### config.mk
export PLATFORM = sky130hd
export DESIGN_NAME = rr_arb_4to1
export DESIGN_NICKNAME = d
export VERILOG_FILES = /design/src/rtl/rr_arb_4to1.sv
export SDC_FILE = /design/constraint.sdc
export NUM_CORES = 1
export LEC_CHECK = 0
export ABC_AREA = 0
export CAP_MARGIN = 5
export CORE_UTILIZATION = 38
export CTS_CLUSTER_DIAMETER = 120
export DETAILED_ROUTE_END_ITERATION = 12
export HOLD_SLACK_MARGIN = 0.03
export PLACE_DENSITY = 0.76
export SYNTH_ARGS = -nofsm -noshare
export SYNTH_HDL_FRONTEND = slang
export SYNTH_SLANG_ARGS = --single-unit
### constraint.sdc
create_clock -name clk -period 3.45 [get_ports clk]
set_input_delay 0.69 -clock clk [delete_from_list [all_inputs] [get_ports clk]]
set_output_delay 0.69 -clock clk [all_outputs]
set_load 0.05 [all_outputs]
### src/rtl/rr_arb_4to1.sv
// Four-channel round-robin arbiter feeding a single-entry registered output stage.
// The pointer rotates past each winner so every requester is served within four transfers.
module rr_arb_4to1 #(
    parameter int DATA_W = 4
) (
    input  logic              clk,
    input  logic              rst,
    input  logic [DATA_W-1:0] a,
    input  logic [DATA_W-1:0] b,
    input  logic [DATA_W-1:0] c,
    input  logic [DATA_W-1:0] d,
    input  logic [3:0]        in_valid,
    output logic [3:0]        in_ready,
    output logic [DATA_W-1:0] out,
    output logic [1:0]        out_sel,
    output logic              out_valid,
    input  logic              out_ready
);

    logic [DATA_W-1:0] out_q, out_d;
    logic [1:0]        sel_q, sel_d;
    logic              valid_q, valid_d;
    logic [1:0]        ptr_q, ptr_d;

    logic [1:0]        idx;
    logic [1:0]        cand;
    logic              found;
    logic              load;
    logic [DATA_W-1:0] win_data;

    // Search ptr, ptr+1, ptr+2, ptr+3 (mod 4); first requester wins.
    always_comb begin
        // NOTE: every variable gets a default before any conditional write, so no latch is inferred.
        idx   = ptr_q;
        cand  = ptr_q;
        found = 1'b0;
        for (int k = 0; k < 4; k++) begin
            cand = ptr_q + 2'(k);
            if (!found && in_valid[cand]) begin
                found = 1'b1;
                idx   = cand;
            end
        end
    end

    // Reset suppresses acceptance so no item is lost in the reset cycle.
    assign load = found & (~valid_q | out_ready) & ~rst;

    always_comb begin
        in_ready      = 4'b0000;
        in_ready[idx] = load;
    end

    always_comb begin
        win_data = a;
        case (idx)
            2'd0: win_data = a;
            2'd1: win_data = b;
            2'd2: win_data = c;
            2'd3: win_data = d;
            default: win_data = a;
        endcase
    end

    always_comb begin
        out_d   = out_q;
        sel_d   = sel_q;
        valid_d = valid_q;
        ptr_d   = ptr_q;
        if (load) begin
            out_d   = win_data;
            sel_d   = idx;
            valid_d = 1'b1;
            ptr_d   = idx + 2'd1;
        end else if (valid_q && out_ready) begin
            valid_d = 1'b0;
        end
    end

    // NOTE: sequential state uses non-blocking assignments so all flops update together at the edge.
    always_ff @(posedge clk) begin
        if (rst) begin
            out_q   <= '0;
            sel_q   <= 2'b00;
            valid_q <= 1'b0;
            ptr_q   <= 2'b00;
        end else begin
            out_q   <= out_d;
            sel_q   <= sel_d;
            valid_q <= valid_d;
            ptr_q   <= ptr_d;
        end
    end

    assign out       = out_q;
    assign out_sel   = sel_q;
    assign out_valid = valid_q;

endmodule

# Word-level counts from Yosys, hierarchy flattened
# Cells that the tools add are included.
# classes
mux,20
n_eq_ne,3
n_reduce_logical,10
order_cmp,6
n_shift,0
bitwise_logic,6
n_div,0
n_addsub,4
mul,0
# op_table
op,n
$pmux 4 s4,1
$lt 2x3->1 const B,5
$mux 1,11
$bmux 1 s2,4
$mux 2,3
$logic_and 1x1->1,5
$add 2x1->2 const B,2
$add 2x2->2 const B,2
$and 4x4->4,1
$eq 2x2->1 const B,2
$logic_not 1->1,3
$and 1x1->1,2
$demux 1 s2,1
$eq 2x1->1 const B,1
$ge 2x1->1 const B,1
$logic_not 2->1,1
$not 1->1,2
$reduce_bool 2->1,1
$or 1x1->1,1
# word_totals
out_inout_bits,11
mem_bits_rw,0
rom_bits,0
input_bits,23
latch_bits,0
n_memories,0
register_bits,9
wordCells,53

# Longest topological paths before layout
# depth
depth_word,17
depth_mapped,9
ltp_nobuf,9

# Least setup slack after synthesis
# Ideal clock, no wire load.
# synth_timing
kind,in2out
start,in in_valid[0]
end,out in_ready[1]
t_arrival_ns,1.974
path_stages,5
required_ns,2.760
n_path_buf,0
setup_slack_ns,0.786
cell_sequence,a21oi_1 -> o22a_1 -> o22ai_1 -> ha_1 -> and2_1
# synth_between
elab_chain_cells,17
# synth_rtl
element,line,source
"start, declared",12,"input logic [3:0] in_valid,"
$bmux 1 s2,39,if (!found && in_valid[cand]) begin
$mux 1 (not written as such),39,
$mux 1,39,
$logic_not 1->1,39,
$logic_and 1x1->1,39,
$mux 1,39,
$logic_not 1->1,39,
$logic_and 1x1->1,39,
$mux 1,39,
$logic_not 1->1,39,
$logic_and 1x1->1,39,
$mux 2,39,
$lt 2x3->1 (not written as such) / $ge 2x1->1 (equally long branches),51,in_ready[idx] = load;
$logic_and 1x1->1 (not written as such),51,
$mux 1 (not written as such),51,
$demux 1 s2,51,
$and 4x4->4 (no source line) *,-,
"end, declared",13,"output logic [3:0] in_ready,"
# Every way passes the cells marked *; elsewhere a longest branch is shown, timed or not. The select of a mux whose other input is x is not followed.

# Worst setup path after layout
# layout_timing
start,in in_valid[0]
end,out in_ready[3]
# layout_between
elab_chain_cells,17
# layout_rtl
element,line,source
$bmux 1 s2,39,
$mux 1 (not written as such),39,
$mux 1,39,
$logic_not 1->1,39,
$logic_and 1x1->1,39,
$mux 1,39,
$logic_not 1->1,39,
$logic_and 1x1->1,39,
(+2 left out),-,
$logic_and 1x1->1,39,
$mux 2 *,39,
via idx[1],25,logic [1:0] idx;
$lt 2x3->1 (not written as such) / $ge 2x1->1 (equally long branches),51,
$logic_and 1x1->1 (not written as such),51,
$mux 1 (not written as such),51,
$demux 1 s2 *,51,
$and 4x4->4 (no source line) *,-,
# The timed path passes the listed nets; every way through them passes the cells marked *. The select of a mux whose other input is x is not followed.

==> load_flow_metrics.sql <==
INSERT INTO impl_metrics (metric_group, metric, value, unit) VALUES
('status', 'result_of_the_run', 'complete, no violations', ''),
('floorplan', 'fp.dieW', '42.7', 'um'),
('power', 'cellLeakagePower', '0.421', 'nW'),
('sta', 'finClkSkew', '0.00460', 'ns'),
('logic_synthesis', 'part_of_the_yosys_area_used_for_sequential_elements', '0.287', ''),
('logic_synthesis', 'syn_nets', '104', ''),
('clocking', 'clk_pin_slew_worst_paths', '0.06', 'ns'),
('finish', 'layout-area-overhead-vs-synth', '65.1', '%'),
('floorplan', 'core.rowCount', '14', ''),
('critical_path', 'worstSetupStartpoint', 'in_valid[0]', ''),
('logic_synthesis', 'summed_instance_area_of_the_synthesized_netlist', '628', 'um^2'),
('hold_path', 'hold_class', 'reg -> reg', ''),
('logic_synthesis', 'synth_seq_cells', '9', ''),
('critical_path', 'timing.critical_path.to_type', 'output pin', ''),
('placed_design', 'dp_hpwl', '1.29', 'mm'),
('finish', 'multi_input_area', '413', 'um^2'),
('critical_path', 'critical_path_cell_count', '8', ''),
('placed_design', 'io_buffer_count', '33', ''),
('power', 'power_per_cell_area', '447', 'nW/um^2'),
('sta', 'report.final.setup_viol', '0', ''),
('floorplan', 'design.core.area', '1520', 'um^2'),
('critical_path', 'crit_fanout', '6', ''),
('logic_synthesis', 'synth.lib_cells_used.distinct', '26', ''),
('clocking', 'clock_sinks', '9', ''),
('sta', 'timing.fmax', '0.308', 'GHz'),
('logic_synthesis', 'synth_most_common_cell', 'sky130_fd_sc_hd__nand2_1', ''),
('sta', 'grt_setup_unrepaired', 'false', ''),
('grt', 'antenna_found_initial', '0', ''),
('critical_path', 'critPathArrivalTime', '2.56', 'ns'),
('critical_path', 'cp.buffers_inverters', '3', ''),
('logic_synthesis', 'synthTopCellsByCount', 'sky130_fd_sc_hd__nand2_1 (14), sky130_fd_sc_hd__dfxtp_1 (9), sky130_fd_sc_hd__a21oi_1 (8), sky130_fd_sc_hd__ha_1 (5)', ''),
('critical_path', 'timing.critical_path.max_delay_family', 'buffers and inverters', ''),
('critical_path', 'crit-reg2reg-launch', 'ptr_q[1]', ''),
('finish', 'drive_above_1_share', '0.165', ''),
('placed_design', 'placedCellCount', '127', ''),
('critical_path', 'timing.setup.critical_path_class', 'in -> out', ''),
('logic_synthesis', 'synthesis.instances', '76', ''),
('run', 'max-cap-violations', '0', ''),
('power', 'power.sequential.fraction', '0.288', ''),
('floorplan', 'initial_core_util', '0.412', ''),
('logic_synthesis', 'synth_enable_flop_cells', '0', ''),
('clocking', 'postCtsResizedCells', '0', ''),
('finish', 'sequential_cell_area', '180', 'um^2'),
('floorplan', 'design.portCount', '34', ''),
('route', 'first_iter_violations', '24', ''),
('power', 'internal_power', '0.000278', 'W'),
('grt', 'grt_pass1_wl', '2.80', 'mm'),
('power', 'p_sw_frac', '0.401', ''),
('clocking', 'numCtsBuffers', '3', ''),
('critical_path', 'cp_data_required_time', '2.76', 'ns'),
('placed_design', 'globalplace.congestion', '0.799', ''),
('clocking', 'clk_root_buffer_cell', 'sky130_fd_sc_hd__clkbuf_4', ''),
('grt', 'globalRouteTotalUtil', '0.197', ''),
('floorplan', 'floorplan.die.height', '42.7', 'um'),
('power', 'combinationalPowerShare', '0.544', ''),
('route', 'detail_route.wirelength', '1.58', 'mm'),
('logic_synthesis', 'syn_avg_cell_area', '8.26', 'um^2'),
('power', 'share_clk_of_total_power', '0.168', ''),
('critical_path', 'cp_cell_sequence', 'clkdlybuf4s50_1 > a21oi_1 > o22a_1 > o22ai_1 > inv_1 > ha_1 > and2_1 > buf_4', ''),
('route', 'drtPass1Iterations', '4', ''),
('route', 'drt_drc_violations_left', '0', ''),
('logic_synthesis', 'yosysWarningCount', '0', ''),
('sta', 'tns', '0', 'ns'),
('sta', 'finalHoldViolCount', '0', ''),
('critical_path', 'worst-r2r-setup-slack', '1.38', 'ns'),
('clocking', 'cts-hold-fix-buffers', '0', ''),
('sta', 'final_max_slew_viol_count', '0', ''),
('clocking', 'cts_max_path_buffers', '2', ''),
('clocking', 'cts_tree', 'done', ''),
('route', 'number_of_vias_per_cell_after_detailed_routing', '5.38', ''),
('power', 'total_power', '0.000463', 'W');
## cell usage in the layout (no fill, tap or decap), types with 3 or more instances in the layout
cell type                         count
sky130_fd_sc_hd__o21ai_0              4
sky130_fd_sc_hd__clkbuf_4             3
sky130_fd_sc_hd__and2_1               4
sky130_fd_sc_hd__nand2_1             14
sky130_fd_sc_hd__nor2b_1              4
sky130_fd_sc_hd__a21oi_1              8
sky130_fd_sc_hd__clkdlybuf4s50_1     29
sky130_fd_sc_hd__ha_1                 5
sky130_fd_sc_hd__inv_1                4
sky130_fd_sc_hd__buf_4                7
sky130_fd_sc_hd__a222oi_1             4
sky130_fd_sc_hd__dfxtp_1              9
## kinds of logic (layout without fill, tap and decap cells)
kind of cell	count (synthesis)	in the layout	share of synthesized area
buffers and inverters	7	46	0.0558
adders and majority gates	5	5	0.0996
DFF	9	9	0.287
AOI/OAI and AO/OA	24	24	0.267
and+or+nand+nor	31	31	0.291
## how the worst min path moves through the flow
stage,startpoint,end,cells past startpoint
2_1_floorplan,ptr_q[1],ptr_q[1],2
3_3_place_gp,out[2],out[2],2
3_5_place_dp,out[0],out[0],2
4_1_cts,out[0],out[0],2
5_1_grt,out[1],out[1],2
6_report,out[0],out[0],2
## metal layers
| layer | vias to the layer above | GRT usage | share of wire |
|---|---|---|---|
| li1 | 355 | - | - |
| met1 | 316 | 0.239 | 0.42 |
| met2 | 32 | 0.345 | 0.50 |
| met3 | 2 | 0.0426 | 0.077 |
| met4 | 0 | 0.0563 | 0.0089 |
| met5 | - | 0 | 0 |
## power by group through the flow
stage	clock (W)	combinational, W	sequential [W]
2_1_floorplan	0	0.000121	0.000170
3_3_place_gp	0	0.000249	0.000135
3_5_place_dp	0	0.000254	0.000136
4_1_cts	0.0000813	0.000254	0.000133
5_1_grt	0.0000900	0.000275	0.000137
6_report	0.0000779	0.000252	0.000133
## metrics by stage
stage | utilization | setup slack [ns] | hold WS (ns) | cell area (um^2)
after CTS | 0.681 | 0.201 | 0.455 | 1040
after global placement | 0.663 | 0.262 | 0.444 | 1010
after global routing | 0.681 | 0.0505 | 0.486 | 1040
final | 0.681 | 0.204 | 0.455 | 1040
after floorplan | - | 0.786 | 0.504 | 628
after detailed placement | 0.663 | 0.206 | 0.447 | 1010
## sequential cells by signal, indices dropped and copies added (netlist names)
name       flops
out_valid      1
ptr_q          2
out_sel        2
out            4
## layout make-up
class                      count  area share
clock buffer                   4      0.0253
inverter                       4      0.0145
multi-input combinational     60       0.398
sequential                     9       0.174
tap                           16      0.0193
timing repair buffer          38       0.369
## worst min-delay path: stages, from the launching register on
cell                      delay, ns
sky130_fd_sc_hd__dfxtp_1       0.31
sky130_fd_sc_hd__nand2_1       0.05
sky130_fd_sc_hd__a21oi_1       0.05
Note: power is estimated with default switching activity, not from simulation.
